===== src/rtl/dpu_pkg.sv =====
// dpu_pkg: opcodes, FSM state codes and condition-code bit positions shared by dpu_pipe.
package dpu_pkg;
  localparam logic [2:0] OP_ADD = 3'd0;
  localparam logic [2:0] OP_SUB = 3'd1;
  localparam logic [2:0] OP_AND = 3'd2;
  localparam logic [2:0] OP_OR  = 3'd3;
  localparam logic [2:0] OP_XOR = 3'd4;
  localparam logic [2:0] OP_SHL = 3'd5;
  localparam logic [2:0] OP_SHR = 3'd6;
  localparam logic [2:0] OP_MUL = 3'd7;
  localparam logic [1:0] ST_IDLE = 2'd0;
  localparam logic [1:0] ST_MUL  = 2'd1;
  localparam logic [1:0] ST_DONE = 2'd2;
  localparam int CC_N = 3;
  localparam int CC_Z = 2;
  localparam int CC_C = 1;
  localparam int CC_V = 0;
endpackage


===== src/rtl/dpu_mul_iter.sv =====
// dpu_mul_iter: unsigned shift-add multiplier, one multiplier bit per cycle, DATA_W cycles per product.
module dpu_mul_iter #(
  parameter int DATA_W = 4
) (
  input  logic                clk,
  input  logic                rst,
  input  logic                start,
  input  logic [DATA_W-1:0]   a,
  input  logic [DATA_W-1:0]   b,
  output logic                done,
  output logic [2*DATA_W-1:0] prod
);
  localparam int CNT_W = $clog2(DATA_W);
  logic                busy_q, busy_d;
  logic [CNT_W-1:0]    cnt_q, cnt_d;
  logic [2*DATA_W-1:0] mcand_q, mcand_d, acc_q, acc_d;
  logic [DATA_W-1:0]   mplier_q, mplier_d;
  always_comb begin
    prod     = acc_q + (mplier_q[0] ? mcand_q : '0);
    done     = busy_q && (cnt_q == CNT_W'(DATA_W - 1));
    busy_d   = start || (busy_q && !done);
    cnt_d    = start ? '0 : (busy_q ? cnt_q + CNT_W'(1) : cnt_q);
    mcand_d  = start ? {{DATA_W{1'b0}}, a} : (busy_q ? mcand_q << 1 : mcand_q);
    mplier_d = start ? b : (busy_q ? mplier_q >> 1 : mplier_q);
    acc_d    = start ? '0 : (busy_q ? prod : acc_q);
  end
  always_ff @(posedge clk or posedge rst) begin
    if (rst) begin
      busy_q   <= 1'b0;
      cnt_q    <= '0;
      mcand_q  <= '0;
      mplier_q <= '0;
      acc_q    <= '0;
    end else begin
      busy_q   <= busy_d;
      cnt_q    <= cnt_d;
      mcand_q  <= mcand_d;
      mplier_q <= mplier_d;
      acc_q    <= acc_d;
    end
  end
endmodule


===== src/rtl/dpu_pipe.sv =====
// dpu_pipe: registered datapath unit with valid/ready handshakes, iterative MUL and destination register file.
// Define DPU_SAT_EN for saturating ADD/SUB; otherwise ADD/SUB wrap.
module dpu_pipe
  import dpu_pkg::*;
#(
  parameter int DATA_W   = 4,
  parameter int NUM_REGS = 16,
  parameter int OP_W     = 3,
  localparam int RIDX_W  = $clog2(NUM_REGS)
) (
  input  logic                clk,
  input  logic                rst,
  input  logic                in_valid,
  output logic                in_ready,
  input  logic [DATA_W-1:0]   a_bus,
  input  logic [DATA_W-1:0]   b_bus,
  input  logic [RIDX_W-1:0]   r_bus,
  input  logic [OP_W-1:0]     n,
  output logic                out_valid,
  input  logic                out_ready,
  output logic [2*DATA_W-1:0] k,
  output logic [3:0]          cc,
  input  logic [RIDX_W-1:0]   rf_rd_addr,
  output logic [DATA_W-1:0]   rf_rd_data
);
  localparam int SH_W = $clog2(DATA_W);
  logic [1:0]          st_q, st_d;
  logic [2*DATA_W-1:0] k_q, k_d;
  logic [3:0]          cc_q, cc_d;
  logic [RIDX_W-1:0]   r_q, r_d;
  logic [DATA_W-1:0]   rf_q [NUM_REGS];
  logic [DATA_W-1:0]   rf_d [NUM_REGS];
  logic                accept, is_mul, mul_done, c, v;
  logic [2*DATA_W-1:0] mul_prod;
  logic [DATA_W:0]     sum, dif, shl_x, shr_x;
  logic [DATA_W-1:0]   res;
  logic [SH_W-1:0]     amt;

  dpu_mul_iter #(.DATA_W(DATA_W)) u_mul (
    .clk  (clk),
    .rst  (rst),
    .start(accept && is_mul),
    .a    (a_bus),
    .b    (b_bus),
    .done (mul_done),
    .prod (mul_prod)
  );

  // Single-cycle ops are evaluated straight off the input bus and registered at acceptance.
  always_comb begin
    amt   = b_bus[SH_W-1:0];
    sum   = {1'b0, a_bus} + {1'b0, b_bus};
    dif   = {1'b0, a_bus} - {1'b0, b_bus};
    shl_x = {1'b0, a_bus} << amt;
    shr_x = {a_bus, 1'b0} >> amt;
    res   = '0;
    c     = 1'b0;
    v     = 1'b0;
    case (n)
      OP_ADD: begin
        res = sum[DATA_W-1:0];
        c   = sum[DATA_W];
        v   = (a_bus[DATA_W-1] == b_bus[DATA_W-1]) && (sum[DATA_W-1] != a_bus[DATA_W-1]);
      end
      OP_SUB: begin
        res = dif[DATA_W-1:0];
        c   = dif[DATA_W];
        v   = (a_bus[DATA_W-1] != b_bus[DATA_W-1]) && (dif[DATA_W-1] != a_bus[DATA_W-1]);
      end
      OP_AND: res = a_bus & b_bus;
      OP_OR:  res = a_bus | b_bus;
      OP_XOR: res = a_bus ^ b_bus;
      OP_SHL: begin
        res = shl_x[DATA_W-1:0];
        c   = shl_x[DATA_W];
      end
      OP_SHR: begin
        res = shr_x[DATA_W:1];
        c   = shr_x[0];
      end
      default: ;
    endcase
`ifdef DPU_SAT_EN
    if (n == OP_ADD || n == OP_SUB) begin
      res = c ? ((n == OP_ADD) ? '1 : '0) : res;
      v   = 1'b0;
    end
`endif
  end

  always_comb begin
    in_ready  = (st_q == ST_IDLE) || (st_q == ST_DONE && out_ready);
    out_valid = (st_q == ST_DONE);
    accept    = in_valid && in_ready;
    is_mul    = (n == OP_MUL);
    st_d      = st_q;
    k_d       = k_q;
    cc_d      = cc_q;
    r_d       = r_q;
    rf_d      = rf_q;
    if (st_q == ST_DONE && out_ready) st_d = ST_IDLE;
    if (accept) begin
      r_d  = r_bus;
      st_d = is_mul ? ST_MUL : ST_DONE;
      if (!is_mul) begin
        k_d         = {{DATA_W{1'b0}}, res};
        cc_d[CC_N]  = res[DATA_W-1];
        cc_d[CC_Z]  = (res == '0);
        cc_d[CC_C]  = c;
        cc_d[CC_V]  = v;
        rf_d[r_bus] = res;
      end
    end
    if (st_q == ST_MUL && mul_done) begin
      st_d       = ST_DONE;
      k_d        = mul_prod;
      cc_d[CC_N] = mul_prod[2*DATA_W-1];
      cc_d[CC_Z] = (mul_prod == '0);
      cc_d[CC_C] = 1'b0;
      cc_d[CC_V] = 1'b0;
      rf_d[r_q]  = mul_prod[DATA_W-1:0];
    end
    k          = k_q;
    cc         = cc_q;
    rf_rd_data = rf_q[rf_rd_addr];
  end

  always_ff @(posedge clk or posedge rst) begin
    if (rst) begin
      st_q <= ST_IDLE;
      k_q  <= '0;
      cc_q <= '0;
      r_q  <= '0;
      rf_q <= '{default: '0};
    end else begin
      st_q <= st_d;
      k_q  <= k_d;
      cc_q <= cc_d;
      r_q  <= r_d;
      rf_q <= rf_d;
    end
  end
endmodule

===== config.mk =====
export PLATFORM = sky130hd
export DESIGN_NAME = dpu_pipe
export DESIGN_NICKNAME = d
export VERILOG_FILES = /design/src/rtl/dpu_pkg.sv /design/src/rtl/dpu_mul_iter.sv /design/src/rtl/dpu_pipe.sv
export SDC_FILE = /design/constraint.sdc
export NUM_CORES = 1
export LEC_CHECK = 0
export ABC_AREA = 1
export CAP_MARGIN = 5
export CORE_MARGIN = 2
export CORE_UTILIZATION = 30
export DETAILED_ROUTE_END_ITERATION = 10
export PLACE_DENSITY = 0.53
export SYNTH_ARGS = -nofsm -noshare
export SYNTH_HDL_FRONTEND = slang
export SYNTH_SLANG_ARGS = --single-unit

===== constraint.sdc =====
create_clock -name clk -period 4.1 [get_ports clk]
set_input_delay 0.82 -clock clk [delete_from_list [all_inputs] [get_ports clk]]
set_output_delay 0.82 -clock clk [all_outputs]
set_load 0.03 [all_outputs]

==> results.cfg <==
[setup_path]
cp_slowest_cell = clkdlybuf4s50_1
critPathKind = in -> out
cp.arrival_ps = 2540
cp-end-kind = output pin
crit_buf_inv = 3
cp-start-kind = primary input
reg2reg_depth = 9
cp_slowest_stage_delay_ps = 460
cp_max_fo = 32
critPathTopFamily = buffers and inverters
required_ps = 3280
crit_cells = 7
cp_cell_sequence = clkdlybuf4s50_1 > buf_4 > o21ai_0 > a21oi_1 > o22ai_1 > o21ai_0 > buf_4

[min_path]
min_path_type = reg -> reg
min_path_cells = 2

[cts]
path_clk_slew_ps = 80
clock_latency_ps = 360
cts_setup_buffers = 0
cts_tree = yes
cts_buffers = 9
ctsHoldBuffers = 0
cts.path.max_buffers = 2
ctsRootBufferMaster = clkbuf_16
ctsHtreeMaxLevel = 3
cts_resized = 0
cts.sinks = 105

[sta]
fin_tns_setup_ps = 0
worstMarginPinSlew_ps = 798
rsz0062_at_grt = no
max_freq_mhz = 298
setup_viol = 0
max_slew_margin_pct = 46.6
clock_skew_ps = 14.8
min_period_ps = 3360
hold_viol_final = 0
finalCritPeriodShare_pct = 81.9
maxSlewViolCount = 0

[drt]
drt_pass1_iterations = 5
routed_via_density = 4.97
drcViolationCount = 0
vias = 6114
drt_iter0_drc = 480
final_antenna_net_count = 0
routed_wl_microns = 19700
routedWlPerCell_microns = 16.1

[finish]
final_util_pct = 34.9
fill_cells = 2322
drive_above_1_share_pct = 5.90
diodes = 0
synthToLayoutAreaGrowth_pct = 14.5
nets = 991

[global_routing]
grt_pass1_wl_microns = 32200
overflow = 0
grt_max_degree = 37
antenna_found_initial = 0
grtUsageTotal_pct = 17.3
grt_pass1_vias = 5677

[logic_synthesis]
ys_types = 35
synth_area_leaders = dfrtp_1, nand2_1, o21ai_0
synth_xor_area_share_pct = 0.398
synthFlopType = dfrtp_1
synth-seq-cells = 105
netlist_area_sq_um = 6600
synth_edf_count = 0
synth_top_family_by_area = simple AND/OR/NAND/NOR gates
synth_compound_area_share_pct = 22.3
synth_top_area_share_pct = 39.8
ys.warnings.count = 0
syn_nets = 961
synth_cells = 914
synth_common_cells = nand2_1, inv_1, o21ai_0
synthSimpleGateAreaFrac_pct = 22.7
ys_seq_area_share_pct = 39.8
synth.most_common_cell = nand2_1
async_reset_ff_share_pct = 100
synthMuxAreaShare_pct = 0
avgSynthCellArea_sq_um = 7.22
post-synth-top-area-cell = dfrtp_1
synthAdderAreaFrac_pct = 4.89

[power]
p_comb_share_pct = 34.8
pwr-share-seq_pct = 41.6
netSwitchingPower_mw = 1.43
powerDensity_nw_per_um2 = 485
internal_power_mw = 2.24
p_total_mw = 3.67
ir_worst_vdd_v = 0.000173
p_leak_nw = 3.61
switching_share_pct = 39.0
pwr-share-clk_pct = 23.6

[placement]
io_buffers = 40
dp_hpwl_microns = 14100
place.gp.congestion = 0.871

[floorplan]
dieHeight_microns = 152
start_util_pct = 30.4
die_w_microns = 152
num_io_pins = 41
core_area_sq_um = 21700
die_area_sq_um = 23200
rows = 54

[outcome]
status = finished clean

[job]
drv_cap = 0
[layout make-up]
class                           instances  area (sq um)  area share, %
Inverter                              130           490           6.49
Timing Repair Buffer                   51           480           6.36
Clock inverter                          6          50.0          0.662
Tap cell                              280           350           4.63
Multi-Input combinational cell        647          3320           43.9
Clock buffer                           10           239           3.16
Sequential cell                       105          2630           34.8
[final timing paths]
kind | startpoint | to | slack [ps]
worst max-delay path | rf_rd_addr[1] | rf_rd_data[2] | 740
worst min-delay path | k[7] | k[7] | 490
worst max register to register | u_mul.mplier_q[0] | k[2] | 1700
worst min register to register | k[7] | k[7] | 490
max in group asynchronous | rst | rf_q[10] | 2410
min in group asynchronous | rst | k[4] | 860
[flip-flops by register name, summed over array words and instances, names as in the netlist]
name and count:
r_q 4, cc 4, k 8, u_mul.mcand_q 8, u_mul.acc_q 8, st_q 2
rf_q 64, u_mul.cnt_q 2, u_mul.busy_q 1, u_mul.mplier_q 4
[stage by stage]
step	hold slack, ps	worst slack, ps	cells	instance area (sq um)
after floorplan	453	519	914	6600
after global placement	470	653	1213	7270
after detailed placement	466	567	1213	7270
after CTS	489	776	1229	7560
after global routing	513	596	1229	7560
final	489	742	1229	7560
[layout by cell type (no fill, tap or decap), types with 7 or more instances in the layout]
| cell type | count |
|---|---|
| nor2_1 | 63 |
| nor2_2 | 9 |
| o22ai_1 | 8 |
| a22oi_1 | 17 |
| dfrtp_1 | 105 |
| inv_1 | 125 |
| nand4_1 | 7 |
| o21ai_0 | 123 |
| a21oi_1 | 95 |
| clkbuf_16 | 9 |
| nand2_1 | 196 |
| o221ai_1 | 7 |
| ha_1 | 21 |
| buf_4 | 14 |
| clkdlybuf4s50_1 | 35 |
| o211ai_1 | 12 |
| nand3_1 | 60 |
[worst register-to-register path, cell delays in order, from the launching register on]
cell and delay (ps):
dfrtp_1 470, nand2_1 120, inv_1 40, ha_1 200, fa_1 430, xnor2_1 220
buf_4 280, inv_1 210, a22oi_1 200, o21ai_0 110
[power by group through the flow]
stage          sequential, mW  clock, mW  combinational, mW
2_1_floorplan            1.52          0              0.873
3_3_place_gp             1.54          0               1.27
3_5_place_dp             1.55          0               1.28
4_1_cts                  1.53      0.893               1.28
5_1_grt                  1.56      0.936               1.46
6_report                 1.53      0.866               1.27
[kinds of logic (layout without fill, tap and decap cells)]
kind of cell	Yosys count	after routing
adders and majority gates	24	24
DFF	105	105
buffers and inverters	162	197
AOI/OAI and AO/OA	270	270
and+or+nand+nor	350	350
xor gates and xnor gates	3	3
[layer usage]
metal  routed length, microns  up-vias  track usage [%]
li1                         -     3093                -
met1                     9910     2870             26.1
met2                     8810      135             26.5
met3                      800       16             1.99
met4                      226        0             4.36
met5                        0        -                0
(Power assumes the default switching activity.)
